`src/rtl/cpu_pkg.sv`:
```
// Shared definitions for the accumulator CPU control path: opcode and state
// encodings, widths, and the packed control-strobe bundle driven by the FSM.
package cpu_pkg;

   localparam int unsigned OPCODE_W = 3;
   localparam int unsigned WAIT_W   = 8;

   typedef enum logic [OPCODE_W-1:0] {
      OP_HLT = 3'b000,
      OP_SKZ = 3'b001,
      OP_ADD = 3'b010,
      OP_AND = 3'b011,
      OP_XOR = 3'b100,
      OP_LDA = 3'b101,
      OP_STO = 3'b110,
      OP_JMP = 3'b111
   } opcode_t;

   typedef enum logic [3:0] {
      ST_IDLE   = 4'd0,
      ST_FETCH  = 4'd1,
      ST_INC_PC = 4'd2,
      ST_DECODE = 4'd3,
      ST_RDOP   = 4'd4,
      ST_WROP   = 4'd5,
      ST_JUMP   = 4'd6,
      ST_SKIP   = 4'd7,
      ST_HALT   = 4'd8,
      ST_FAULT  = 4'd9
   } state_t;

   // Control strobes decoded from the current state
   typedef struct packed {
      logic pc_en;
      logic pc_in;
      logic pc_src;
      logic addr_sel;
      logic mem_rd;
      logic mem_wr;
      logic ir_load;
      logic acc_load;
      logic halted;
      logic fault;
   } ctrl_t;

   localparam ctrl_t CTRL_NONE = '0;

   // States that hold a memory access open and therefore count wait cycles
   function automatic logic is_mem_state(input state_t s);
      return (s == ST_FETCH) || (s == ST_RDOP) || (s == ST_WROP);
   endfunction

endpackage

```
`src/rtl/mem_wait_timer.sv`:
```
// Memory wait-cycle watchdog. Counts consecutive cycles in which an access is
// open but memory has not answered; flags expiry on the cycle whose wait would
// bring the count to MEM_WAIT_MAX, so the FSM faults on the following cycle.
// MEM_WAIT_MAX = 0 disables expiry.
//   clock     : system clock, rising edge
//   rst       : asynchronous active-low reset
//   active    : an access is open this cycle
//   mem_ready : memory completes the access this cycle
//   expired   : wait limit reached (combinational)
module mem_wait_timer
   import cpu_pkg::*;
#(
   parameter int unsigned MEM_WAIT_MAX = 15
) (
   input  logic clock,
   input  logic rst,
   input  logic active,
   input  logic mem_ready,
   output logic expired
);

   localparam logic [WAIT_W-1:0] LAST_WAIT =
      (MEM_WAIT_MAX == 0) ? '0 : WAIT_W'(MEM_WAIT_MAX - 1);

   logic [WAIT_W-1:0] count;

   // Saturating count of consecutive unanswered access cycles
   always_ff @(posedge clock or negedge rst) begin
      if (!rst) begin
         count <= '0;
      end else if (!active || mem_ready) begin
         count <= '0;
      end else if (count != '1) begin
         count <= count + WAIT_W'(1);
      end
   end

   assign expired = (MEM_WAIT_MAX != 0) && active && !mem_ready && (count == LAST_WAIT);

endmodule

```
`src/rtl/control_unit.sv`:
```
// Multi-cycle control unit for an 8-bit accumulator CPU. Sequences
// fetch / PC increment / decode / operand access, and handles halt, skip,
// jump and a memory-timeout fault. Strobes are decoded from state and
// mem_ready; alu_op is captured in DECODE.
//   clock, rst        : rising-edge clock, asynchronous active-low reset
//   run               : start/resume request, rising edge significant
//   opcode, zero      : IR[7:5] and accumulator-zero flag
//   mem_ready         : memory completes the access this cycle
//   pc_en/pc_in/pc_src: program-counter enable, load, source select
//   addr_sel          : address mux (0 = PC, 1 = IR[4:0])
//   mem_rd/mem_wr     : memory read/write request
//   ir_load/acc_load  : IR and accumulator capture strobes
//   alu_op            : opcode latched in DECODE
//   halted, fault     : status
module control_unit
   import cpu_pkg::*;
#(
   parameter int unsigned MEM_WAIT_MAX = 15
) (
   input  logic                clock,
   input  logic                rst,
   input  logic                run,
   input  logic [OPCODE_W-1:0] opcode,
   input  logic                zero,
   input  logic                mem_ready,
   output logic                pc_en,
   output logic                pc_in,
   output logic                pc_src,
   output logic                addr_sel,
   output logic                mem_rd,
   output logic                mem_wr,
   output logic                ir_load,
   output logic                acc_load,
   output logic [OPCODE_W-1:0] alu_op,
   output logic                halted,
   output logic                fault
);

   state_t state;
   state_t next_state;
   ctrl_t  ctrl;
   logic   run_q;
   logic   run_rise;
   logic   wait_expired;

   assign run_rise = run && !run_q;

   mem_wait_timer #(
      .MEM_WAIT_MAX (MEM_WAIT_MAX)
   ) u_wait_timer (
      .clock     (clock),
      .rst       (rst),
      .active    (is_mem_state(state)),
      .mem_ready (mem_ready),
      .expired   (wait_expired)
   );

   // State, run history and latched ALU operation
   always_ff @(posedge clock or negedge rst) begin
      if (!rst) begin
         state  <= ST_IDLE;
         run_q  <= 1'b0;
         alu_op <= '0;
      end else begin
         state <= next_state;
         run_q <= run;
         if (state == ST_DECODE) begin
            alu_op <= opcode;
         end
      end
   end

   // Next-state and strobe decode
   always_comb begin
      next_state = state;
      ctrl       = CTRL_NONE;
      unique case (state)
         ST_IDLE: begin
            if (run_rise) next_state = ST_FETCH;
         end
         ST_FETCH: begin
            ctrl.mem_rd = 1'b1;
            if (mem_ready) begin
               ctrl.ir_load = 1'b1;
               next_state   = ST_INC_PC;
            end else if (wait_expired) begin
               next_state = ST_FAULT;
            end
         end
         ST_INC_PC: begin
            ctrl.pc_en = 1'b1;
            ctrl.pc_in = 1'b1;
            next_state = ST_DECODE;
         end
         ST_DECODE: begin
            unique case (opcode_t'(opcode))
               OP_HLT: next_state = ST_HALT;
               OP_SKZ: next_state = zero ? ST_SKIP : ST_FETCH;
               OP_JMP: next_state = ST_JUMP;
               OP_STO: next_state = ST_WROP;
               OP_ADD, OP_AND, OP_XOR, OP_LDA: next_state = ST_RDOP;
            endcase
         end
         ST_RDOP: begin
            ctrl.mem_rd   = 1'b1;
            ctrl.addr_sel = 1'b1;
            if (mem_ready) begin
               ctrl.acc_load = 1'b1;
               next_state    = ST_FETCH;
            end else if (wait_expired) begin
               next_state = ST_FAULT;
            end
         end
         ST_WROP: begin
            ctrl.mem_wr   = 1'b1;
            ctrl.addr_sel = 1'b1;
            if (mem_ready) begin
               next_state = ST_FETCH;
            end else if (wait_expired) begin
               next_state = ST_FAULT;
            end
         end
         ST_JUMP: begin
            ctrl.pc_en  = 1'b1;
            ctrl.pc_in  = 1'b1;
            ctrl.pc_src = 1'b1;
            next_state  = ST_FETCH;
         end
         ST_SKIP: begin
            ctrl.pc_en = 1'b1;
            ctrl.pc_in = 1'b1;
            next_state = ST_FETCH;
         end
         ST_HALT: begin
            ctrl.halted = 1'b1;
            if (run_rise) next_state = ST_FETCH;
         end
         ST_FAULT: begin
            ctrl.fault = 1'b1;
         end
         default: begin
            next_state = ST_IDLE;
         end
      endcase
   end

   assign pc_en    = ctrl.pc_en;
   assign pc_in    = ctrl.pc_in;
   assign pc_src   = ctrl.pc_src;
   assign addr_sel = ctrl.addr_sel;
   assign mem_rd   = ctrl.mem_rd;
   assign mem_wr   = ctrl.mem_wr;
   assign ir_load  = ctrl.ir_load;
   assign acc_load = ctrl.acc_load;
   assign halted   = ctrl.halted;
   assign fault    = ctrl.fault;

endmodule

```
`config.mk`:
```
export PLATFORM = sky130hd
export DESIGN_NAME = control_unit
export DESIGN_NICKNAME = d
export VERILOG_FILES = /design/src/rtl/cpu_pkg.sv /design/src/rtl/mem_wait_timer.sv /design/src/rtl/control_unit.sv
export SDC_FILE = /design/constraint.sdc
export NUM_CORES = 1
export LEC_CHECK = 0
export BUFFER_PORTS_ARGS = -buffer_cell sky130_fd_sc_hd__clkbuf_2
export CORE_UTILIZATION = 52
export CTS_CLUSTER_SIZE = 12
export DETAILED_ROUTE_END_ITERATION = 7
export PLACE_DENSITY_LB_ADDON = 0.3
export SLEW_MARGIN = 20
export SYNTH_ARGS = -nofsm -noshare
export SYNTH_HDL_FRONTEND = slang
export SYNTH_SLANG_ARGS = --single-unit
```
`constraint.sdc`:
```
create_clock -name clock -period 1.9 [get_ports clock]
set_clock_uncertainty 0.2 [all_clocks]
set_input_delay 0.095 -clock clock [delete_from_list [all_inputs] [get_ports clock]]
set_output_delay 0.095 -clock clock [all_outputs]
set_load 0.1 [all_outputs]
```
; Word level (Yosys, flattened, before mapping)
; Index checks and enable logic that the tools add are counted.
; W data, S select, Z words.
[totals]
ff_bits = 16
word_cells = 63
[classes]
n_eq_ne = 19
bitwise_logic = 1
addsub = 1
n_reduce_logical = 19
muxes = 19
[ops]
columns = op, count
row1 = $pmux W4 S7, 1
row2 = $pmux W4 S5, 1
row3 = $eq A4 B3 Y1 const B, 4
row4 = $mux W4, 4
row5 = $mux W8, 2
row6 = $eq A3 B3 Y1 const B, 4
row7 = $mux W1, 9
row8 = $add A8 B1 Y8 const B, 1
row9 = $eq A4 B2 Y1 const B, 2
row10 = $eq A4 B4 Y1 const B, 2
row11 = $eq A8 B4 Y1 const B, 1
row12 = $ne A8 B8 Y1 const B, 1
row13 = $reduce_or A2 Y1, 4
row14 = $eq A3 B2 Y1 const B, 2
row15 = $eq A4 B1 Y1 const B, 1
row16 = $logic_not A4 Y1, 1
row17 = $reduce_or A4 Y1, 1
row18 = $eq A3 B1 Y1 const B, 1
row19 = $logic_and A1 B1 Y1, 3
row20 = $logic_not A1 Y1, 3
row21 = $logic_not A3 Y1, 1
row22 = $logic_or A1 B1 Y1, 3
row23 = $mux W3, 1
row24 = $reduce_or A3 Y1, 1
row25 = 5 further kinds, 5

; Longest topological paths before layout
; Gate-level depths: netlist (run 1).
[depth]
word_depth = 8
mapped_depth = 6
ltp_nobuf = 6

; Modules after synthesis
; A second synthesis (run 1) with hierarchy kept.
[hier_totals]
cells_unflattened = 114
area_unflattened_um2 = 1018.5
[modules_own_cells]
columns = module, area_each_um2, seq_area_each_um2, cells_each, instances
row1 = control_unit, 560.5, 200.2, 65, 1
row2 = mem_wait_timer, 457.9, 200.2, 49, 1

; Worst setup path before layout (run 1)
; Ideal clock, no wire load.
[synth_path]
kind = reg-to-output
start = reg state[1]
end = out acc_load
path_buffers = 2
t_arrival_ps = 3586
required_ps = 1605
path_slack_ps = -1981
stages_incl_launch_ff = 4
cell_sequence = dfrtp_1 -> buf_6 -> clkbuf_1 -> nor4_1
[synth_between]
elab_chain_cells = 2
[synth_lines]
columns = item, line
row1 = from (decl), control_unit.sv:39  ; state_t state;
row2 = from (signal assigned), control_unit.sv:65  ; state <= next_state;
row3 = $eq A4 B3 Y1, control_unit.sv:77  ; unique case (state)
row4 = $mux W1, control_unit.sv:77
row5 = to (decl), control_unit.sv:33  ; output logic acc_load,
; Every way passes these cells.

; Final worst setup path (run 1)
[layout_path]
start = reg state[3]
end = reg state[1]
[layout_between]
elab_chain_cells = 8
word_cells_on_any_way = 24
classes_between = 10 x eq/ne / 4 x mux / 1 x bitwise / 9 x reduce/logical
[layout_lines]
columns = item, line
row1 = $eq A4 B1 Y1 / $eq A4 B3 Y1 (equally long branches), "cpu_pkg.sv:50, control_unit.sv:77"
row2 = $logic_or A1 B1 Y1 (2 in a row), cpu_pkg.sv:50  ; return (s == ST_FETCH) || (s == ST_RDOP) || (s == ST_WROP);
row3 = $logic_and A1 B1 Y1 (2 in a row), mem_wait_timer.sv:38  ; assign expired = (MEM_WAIT_MAX != 0) && active && !mem_ready && (count == LAST_WAIT);
row4 = $mux W4, -
row5 = "$mux W4, on equally long branches", -
row6 = $pmux W4 S7, control_unit.sv:77
; Parallel ways exist; a longest one is shown, timed or not.
; A chain may end at the register's enable or synchronous reset.

==> results of run 1 <==
cells by family (layout without fill, tap and decap cells):
| kind of cell | count (synthesis) | after routing | share of synthesized area (%) |
|---|---|---|---|
| AND/OR/NAND/NOR | 48 | 48 | 28.0 |
| XOR/XNOR | 3 | 3 | 2.67 |
| multiplexers | 2 | 2 | 2.29 |
| flip-flops | 16 | 16 | 40.7 |
| adder cells (fa/ha/maj) | 2 | 2 | 2.54 |
| buffers and inverters | 10 | 39 | 5.84 |
| AO/OA/AOI/OAI | 25 | 25 | 18.0 |
power by group:
group,leakage (uW),switching (uW),internal (uW)
clock network,0.0000138,99.7,73.6
registers,0.000205,117,420
logic,0.000369,1030,519
worst max path at each step:
| stage | from | slack [ps] | cells after the start | endpoint |
|---|---|---|---|---|
| 2_1_floorplan | state[2] | -310 | 2 | addr_sel |
| 3_3_place_gp | u_wait_timer.count[0] | 230 | 5 | u_wait_timer.count[1] |
| 3_5_place_dp | u_wait_timer.count[0] | 160 | 5 | u_wait_timer.count[1] |
| 4_1_cts | state[3] | 40 | 4 | acc_load |
| 5_1_grt | state[3] | -30 | 4 | state[1] |
| 6_report | state[3] | 20 | 4 | state[1] |
layer usage:
layer  up-vias  wire length [um]
met1       482              1050
met5         -                 0
li1        462                 -
met3         4               117
met2        48              1280
met4         0                30
registers in the layout (all words and copies together), names as in the netlist:
| signal | flops |
|---|---|
| u_wait_timer.count | 8 |
| state | 4 |
| alu_op | 3 |
| run_q | 1 |
metrics by stage:
step | setup slack, ps | total power, uW | TNS, ps
6_report | 24.4 | 2260 | 0
5_1_grt | -29.3 | 2350 | -29.3
4_1_cts | 42.2 | 2210 | 0
3_5_place_dp | 161 | 2000 | 0
3_3_place_gp | 231 | 1970 | 0
2_1_floorplan | -305 | 1710 | -689
cell type report:
class,count,area (um2)
clock buffers,3,22.5
fillers,105,312
inverters,3,11.3
multi-input cells,80,598
flip-flops and latches,16,405
well taps,25,31.3
repair buffers,33,365
timing repair:
| item | CTS | global route |
|---|---|---|
| buffers inserted | 0 | 3 |
| hold buffers | 7 | 0 |
| pin swaps | 0 | 1 |
| hold endpoints to repair | 22 | 0 |
| endpoints found under the setup margin | 3 | 3 |
| resized for setup | 2 | 4 |
synth_stat cells:
| master | count | area [um2] |
|---|---|---|
| and4_1 | 2 | 17.5 |
| nand2_1 | 6 | 22.5 |
| o211ai_1 | 2 | 15.0 |
| nand3_1 | 4 | 20.0 |
| a21oi_1 | 4 | 20.0 |
| a211oi_2 | 2 | 25.0 |
| nor4_1 | 3 | 18.8 |
| o32a_1 | 1 | 10.0 |
| ha_1 | 2 | 25.0 |
| nand2b_1 | 2 | 12.5 |
| o21ai_1 | 1 | 5.00 |
| nor3_2 | 1 | 10.0 |
| o41ai_1 | 1 | 8.76 |
| nand4_1 | 2 | 12.5 |
| or4_4 | 1 | 11.3 |
| nor2_1 | 9 | 33.8 |
| and3_1 | 5 | 31.3 |
| nor2b_1 | 5 | 31.3 |
| nor4b_1 | 1 | 8.76 |
| buf_6 | 2 | 22.5 |
| buf_2 | 1 | 5.00 |
| inv_1 | 3 | 11.3 |
| mux2_2 | 2 | 22.5 |
| dfrtp_1 | 16 | 400 |
| clkbuf_1 | 3 | 11.3 |
| a211oi_1 | 2 | 15.0 |
| a21boi_0 | 1 | 7.51 |
| o21ai_0 | 4 | 20.0 |
| or3_1 | 1 | 6.26 |
| a31oi_1 | 5 | 31.3 |
| nor3_1 | 3 | 15.0 |
| buf_4 | 1 | 7.51 |
| a2111o_1 | 1 | 11.3 |
| o32ai_1 | 1 | 8.76 |
| nor3b_1 | 2 | 15.0 |
| or3b_1 | 1 | 8.76 |
| xor2_1 | 1 | 8.76 |
| xnor2_1 | 2 | 17.5 |
critical path, cell delays in order, from the launching register on:
cell	delay, ps
dfrtp_2	500
nor2_2	190
nand4_1	210
o32ai_1	150
dlygate4sd3_1	570
==> flow_metrics.tcl, run 1 <==
set metrics [dict create \
    globalRouteMet2Util_pct 45.4 \
    final_core_util_pct 82.2 \
    postSynthCellCount 106 \
    netlist_area_um2 985 \
    die_w_um 45.5 \
    ys_seq_area_share_pct 40.7 \
    cts_sinks 16 \
    syn_nets 116 \
    clk_pin_slew_worst_paths_ps 90 \
    met1_usage_pct 34.3 \
    dr.pass1.iters 4 \
    max-vdd-ir-drop_v 0.00105 \
    drt_iter0_drc 53 \
    end_kind "register" \
    worst-r2r-cell-count 4 \
    antennaDiodeCount 0 \
    areaGrowthSynthToFinish_pct 45.6 \
    first_global_vias 837 \
    vias 996 \
    holdWs_ps 18.6 \
    finalSetupViolCount 0 \
    required_ps 1920 \
    hp-start "mem_ready" \
    fin_nets 147 \
    htreeDepth 1 \
    start_kind "register" \
    gp_congestion 0.779 \
    timing.rr.start "state[3]" \
    post-route-cell-area_um2 1430 \
    cts_max_path_buffers 2 \
    synth_warnings 0 \
    cp_data_arrival_time_ps 1900 \
    fin_crit_sh_pct 98.7 \
    route.detailed.wl_per_inst_um 15.5 \
    min_path_type "input port to register" \
    ys_ff_latch 16 \
    core_um2 1750 \
    powerDensity_nw_per_um2 1570 \
    place_inst 147 \
    most-common-layout-cells "dfrtp_1, clkbuf_2, buf_12, dlygate4sd3_1" \
    synth.distinct_cells 38 \
    slew_viol_final 0 \
    dpl_cell_area_um2 1310 \
    final_layout_size_suffix_gt1_share_pct 35.6 \
    place_hpwl_mm 1.68 \
    io_buffers 20 \
    min_to "u_wait_timer.count[4]" \
    top_usage_layer "met2" \
    grt_antenna_before_repair 0 \
    final_common_cell "dfrtp_1" \
    initial_core_util_pct 56.4 \
    grt_start_max_net_pins 17 \
    cts_tree "yes" \
    total_leakage_power_uw 0.000588 \
    dieHeight_um 45.5 \
    rows 15 \
    avgSynthCellArea_um2 9.29 \
    hold_viol_final 0 \
    fp.dieArea_um2 2070 \
    crit_type "register to register" \
    tightest_slew_ps 539 \
    cts_made_buffers 3 \
    grt_first_pass_wirelength_mm 3.85 \
    route.final.wire_length_mm 2.47 \
    ant_nets 0 \
    clk_latency_ps 280 \
    gr-usage-met3_pct 4.76 \
    viasPerCell 6.23 \
    post-route-drc-count 0 \
    max_freq_ghz 0.533 \
    overflow 0 \
    whs_path_depth 4 \
    min_period_ps 1880 \
    run_status "finished clean" \
    io_pins 21 \
    finalNonFillerCells 160 \
    rr_endpoint "state[1]" \
    grt_usage_pct 26.8 \
    drv_cap 0 \
    slew_headroom_pct 64.2 \
    critPathMaxFanout 9 \
    clock-root-buffer "clkbuf_4" \
    r2r_setup_slack_ps 20 \
]
(Power assumes the default switching activity.)
==> run 2: changes to the inputs <==
- CORE_UTILIZATION: 52 -> 53
- CTS_CLUSTER_DIAMETER: default -> 100
- SETUP_SLACK_MARGIN: default -> 0.05
- SYNTH_HIERARCHICAL: default -> 1
==> run 2 against run 1 <==
  * The flow now finishes with violations (negative setup slack)
  * Routed wire length increased by 81%
  * Largest cell class unchanged
  * Clock-buffer cell count is 1 higher
  * Hold slack worse by 13 ps
  * Highest routed layer unchanged
  * Global-route usage grew 14 points
  * First-iteration DRC count increased to 2.7 times the previous value
  * Synthesized cell count increased by 7.5%
  * Critical path type unchanged
  * Sequential cell count is the same
==> flow_metrics.tcl, run 2 <==
set metrics [dict create \
    fin_nets 164 \
    wl_met3_um 513 \
    rows 15 \
    areaGrowthSynthToFinish_pct 61.1 \
    io_pins 21 \
    avgSynthCellArea_um2 8.93 \
    cts_tree "yes" \
    gp_congestion 0.917 \
    core_um2 1760 \
    end_kind "register" \
    clk_latency_ps 340 \
    top_register "u_wait_timer/count" \
    drt_iter0_drc 143 \
    most-common-layout-cells "dfrtp_1, nand2_1, buf_12, buf_4, clkbuf_2" \
    timing.rr.start "state[1]" \
    max_freq_ghz 0.454 \
    antennaDiodeCount 0 \
    min_period_ps 2200 \
    drv_cap 0 \
    seqCellArea_um2 400 \
    overflow 0 \
    crit_type "register to register" \
    post-route-drc-count 0 \
    crit_chain "nor3_2, nor2b_4, nand4_1, nor4b_4, nor4_1, o21ai_1, a32oi_1, nor2_1" \
    htreeDepth 1 \
    cts_made_buffers 3 \
    postSynthCellCount 114 \
    io_buffers 20 \
    synth_common_cells "dfrtp_1, nand2_1, o21ai_0" \
    min_path_type "input port to asynchronous set/reset pin" \
    ys_ff_latch 16 \
    final_layout_size_suffix_gt1_share_pct 40.5 \
    clock-root-buffer "clkbuf_4" \
    violations "negative setup slack" \
    critPathMaxFanout 2 \
    synth.largest_area_cell "dfrtp_1" \
    fp.dieArea_um2 2100 \
    synth_area_leaders "dfrtp_1, nand2_1, o21ai_0" \
    finalSetupViolCount 8 \
    wl_met2_mm 2.06 \
    cts_sinks 16 \
    synthArstFlopShare_pct 100 \
    slowest_stage "dfrtp_1" \
    r2r_setup_slack_ps -300 \
    start_kind "register" \
    viasPerCell 7.04 \
    required_ps 1970 \
    multi_input_area_um2 714 \
    cp_data_arrival_time_ps 2280 \
    slew_viol_final 0 \
    grt_antenna_before_repair 0 \
    rr_endpoint "state[0]" \
    synth_edf_count 0 \
    netlist_area_um2 1020 \
    total_leakage_power_uw 0.000695 \
    ys_seq_area_share_pct 39.3 \
    synth.most_common_cell "dfrtp_1" \
    powerDensity_nw_per_um2 1850 \
    grt_first_pass_wirelength_mm 5.80 \
    clk_pin_slew_worst_paths_ps 120 \
    vias 1254 \
    die_w_um 45.8 \
    fillCellCount 64 \
    hold_viol_final 0 \
    dp_slack_ps -38.5 \
    wl_met1_mm 1.57 \
    rsz0062_at_grt "yes" \
    final_common_cell "dfrtp_1" \
    finalSetupTns_ps -738 \
    synth_warnings 6 \
    route.detailed.wl_per_inst_um 25.1 \
    dr.max_layer_used "met4" \
    first_global_vias 1128 \
    critPathMaxStageDelay_ps 430 \
    largest_reg_flops 8 \
    route.final.wire_length_mm 4.47 \
    fin_crit_sh_pct 116 \
    ant_nets 0 \
    max-vdd-ir-drop_v 0.00186 \
    slew_headroom_pct 63.9 \
    grt_start_max_net_pins 17 \
    place_hpwl_mm 1.91 \
    netlist.area_leader.share_pct 39.3 \
    grt_usage_pct 40.9 \
    run_status "finished, violations left" \
    dr.pass1.iters 6 \
    initial_core_util_pct 57.7 \
    syn_nets 124 \
    cts_max_path_buffers 2 \
    worst-r2r-cell-count 8 \
    fin_ws_ps -304 \
    synth.distinct_cells 40 \
    dieHeight_um 45.8 \
    tightest_slew_ps 544 \
    holdWs_ps 5.32 \
    ys_dominant_reg_cell "dfrtp_1" \
    top_regs "u_wait_timer/count x8, state x4, alu_op x3" \
]
[run 2: cell types whose count changed in the layout (fill, tap and decap cells not counted), moves of 3 or more]
cell / before / now
nor2b_4: 0 / 4
dfrtp_1: 12 / 16
buf_6: 0 / 3
nor4b_4: 0 / 3
buf_4: 6 / 11
nor2b_1: 5 / 2
nor3_1: 1 / 4
nand2_1: 6 / 14
and3_1: 5 / 1
dfrtp_2: 4 / 0
[run 2: repair_timing]
action / CTS / global route
resized for setup: 5 / 14
pin swaps: 9 / 10
endpoints found under the setup margin: 7 / 16
hold buffers: 6 / 0
endpoints found under the hold margin: 23 / 0
buffers inserted: 11 / 2
[run 2: cell families after synthesis]
family,count (synthesis),share of synthesized area [%]
adder cells (fa/ha/maj),2,2.46
AO/OA/AOI/OAI,25,15.6
buffers and inverters,9,6.14
AND/OR/NAND/NOR,60,34.6
multiplexers,1,0.983
XOR/XNOR,1,0.860
flip-flops,16,39.3
[run 2: how the worst max path moves through the flow]
stage / from / to / slack [ps] / cells after the start
after detailed placement: state[1] / state[0] / -40 / 8
after CTS: state[3] / state[0] / -160 / 8
after floorplan: state[0] / mem_rd / -240 / 3
final: state[1] / state[0] / -300 / 8
after global routing: state[1] / state[0] / -350 / 8
after global placement: state[1] / state[0] / 130 / 8
[run 2: metal layers]
| layer | track usage [%] | up-vias |
|---|---|---|
| met5 | 0 | - |
| met4 | 15.3 | 0 |
| met3 | 8.33 | 38 |
| met2 | 66.9 | 135 |
| met1 | 53.1 | 584 |
| li1 | - | 497 |
[run 2: per-stage QoR]
step / cell area (um2) / total power (uW) / utilization [%] / std cells
after floorplan: 1120 / 1840 / - / 114
after global placement: 1400 / 2250 / 79.2 / 161
after detailed placement: 1400 / 2310 / 79.2 / 161
after CTS: 1590 / 2790 / 90.3 / 181
after global routing: 1640 / 3110 / 93.0 / 178
final: 1640 / 3040 / 93.0 / 178
[run 2: final cells by class]
class                           instances  share of cell area [%]
Tap cell                               25                    1.91
Timing Repair Buffer                   41                    27.2
Sequential cell                        16                    24.4
Inverter                                3                   0.687
Clock buffer                            4                    2.21
Multi-Input combinational cell         89                    43.6
[run 2: worst max-delay path, delay by kind of cell, from the launching register on]
family,cells,cell delay [ps]
AOI/OAI and AO/OA,2,360
DFF,1,430
and+or+nand+nor,6,1150
[run 2: report_power, final]
group / internal [uW] / switching, uW / total [uW]
combinational: 825 / 1460 / 2290
sequential: 421 / 75.1 / 496
clock: 117 / 137 / 254
==> run 3: changes to the inputs <==
- CORE_ASPECT_RATIO: default -> 1.2
- GPL_ROUTABILITY_DRIVEN: default -> 1
==> run 3 against run 2 <==
  * The run still ends with negative setup slack left
  * Clock power down 11%
  * Setup slack gained 33 ps
  * Non-clock buffer count grew 1
  * Sequential cell count unchanged
  * Cell area shrank 3.4%
  * Sequential share of layout area increased by 0.85 points
  * Combinational power shrank 12%
  * Register-to-register slack improved by 30 ps
  * Maximum frequency is 1.5% higher
  * Clock-buffer cell count stayed put
  * Die area hardly changed
  * Core utilization down 6.3 points
  * Highest routed layer unchanged
==> flow_metrics.tcl, run 3 (synthesis results as in run 2) <==
set metrics [dict create \
    post-route-cell-area_um2 1590 \
    fin_nets 165 \
    timing.rr.start "state[0]" \
    route.detailed.wl_per_inst_um 18.2 \
    grt_first_pass_wirelength_mm 4.39 \
    crit_type "register to register" \
    place_hpwl_mm 1.76 \
    powerDensity_nw_per_um2 1720 \
    vias 1136 \
    top_regs "u_wait_timer/count x8, state x4, alu_op x3" \
    clk_latency_ps 290 \
    place_inst 153 \
    end_kind "register" \
    top_register "u_wait_timer/count" \
    required_ps 1900 \
    cts_tree "yes" \
    fp.dieArea_um2 2100 \
    max-vdd-ir-drop_v 0.00115 \
    viasPerCell 6.57 \
    total_leakage_power_uw 0.000678 \
    dpl_cell_area_um2 1380 \
    route.final.wire_length_mm 3.15 \
    slew_viol_final 0 \
    violations "negative setup slack" \
    holdWs_ps 71.4 \
    drt_iter0_drc 50 \
    gp_congestion 0.769 \
    hold_viol_final 0 \
    min_period_ps 2170 \
    cts_made_buffers 3 \
    fin_ws_ps -271 \
    rows 17 \
    start_kind "register" \
    dieHeight_um 50.0 \
    dr.pass1.iters 5 \
    ant_nets 0 \
    critPathMaxFanout 3 \
    final_layout_size_suffix_gt1_share_pct 39.0 \
    run_status "finished, violations left" \
    cp_data_arrival_time_ps 2170 \
    tightest_slew_ps 549 \
    rsz0062_at_grt "yes" \
    final_common_cell "dfrtp_1" \
    core_um2 1830 \
    first_global_vias 983 \
    cp-startpoint "state[0]" \
    htreeDepth 1 \
    io_buffers 20 \
    cts_sinks 16 \
    grt_usage_pct 27.4 \
    initial_core_util_pct 55.7 \
    io_pins 21 \
    final_core_util_pct 86.7 \
    grt_antenna_before_repair 0 \
    finalSetupTns_ps -459 \
    slew_headroom_pct 63.5 \
    largest_reg_flops 8 \
    clk_pin_slew_worst_paths_ps 100 \
    max_freq_ghz 0.461 \
    most-common-layout-cells "dfrtp_1, nand2_1, buf_4, clkbuf_2, buf_12" \
    antennaDiodeCount 0 \
    drv_cap 0 \
    finalSetupViolCount 4 \
    cts_max_path_buffers 2 \
    min_path_type "input port to asynchronous set/reset pin" \
    overflow 0 \
    die_w_um 42.0 \
    fin_crit_sh_pct 114 \
    clock-root-buffer "clkbuf_4" \
    finalNonFillerCells 173 \
    post-route-drc-count 0 \
    areaGrowthSynthToFinish_pct 55.7 \
    grt_start_max_net_pins 17 \
]
run 3: changes by cell type in the layout (fill, tap and decap cells not counted), moves of 2 or more:
cell     previous run  this run
nor2_2              2         0
nor2b_2             0         2
nor2_1              4         6
nor2b_4             4         2
buf_4              11        14
run 3: metal layers:
metal | share of wire [%] | GRT usage (%)
met1 | 36 | 31.4
met2 | 54 | 50.3
met3 | 5.2 | 1.83
met4 | 5.0 | 14.1
met5 | 0 | 0
run 3: timing repair:
| action | 4_1_cts | 5_1_grt |
|---|---|---|
| endpoints found under the setup margin | 6 | 10 |
| hold buffers | 6 | 0 |
| pin swaps | 9 | 9 |
| hold endpoints to repair | 23 | 0 |
| buffers inserted | 3 | 8 |
| gates resized for setup | 6 | 5 |
run 3: power breakdown:
group | leakage [uW] | switching, uW | internal [uW]
clock network | 0.0000210 | 108 | 117
registers | 0.000211 | 68.9 | 421
logic | 0.000446 | 1310 | 707
run 3: path summary, 6_finish.rpt:
kind,end,slack [ps],cells past startpoint
worst min register to register,alu_op[1],300,2
max in group asynchronous,u_wait_timer/count[5],1130,2
worst max register to register,state[0],-270,9
worst min-delay path,alu_op[0],70,2
min in group clock,state[2],130,4
worst max-delay path,state[0],-270,9
run 3: layout make-up:
type	count	area [um2]
Multi-Input combinational cell	89	676
Fill cell	81	244
Clock buffer	4	36.3
Tap cell	19	23.8
Inverter	3	11.3
Timing Repair Buffer	42	438
Sequential cell	16	400
run 3: stage by stage:
step | total power (uW) | setup slack (ps)
finish | 2730 | -271
global route | 2820 | -344
CTS | 2580 | -30.7
detailed placement | 2280 | -37.1
global placement | 2250 | 78.5
floorplan | 1840 | -242
run 3: critical path, stage by stage, from the launching register on:
cell	delay [ps]
dfrtp_1	380
nor2_1	70
nor3_2	230
nor2b_4	190
nand4_1	150
nor4b_4	360
nor4_2	80
o21ai_1	150
a32oi_1	130
nor2_1	160
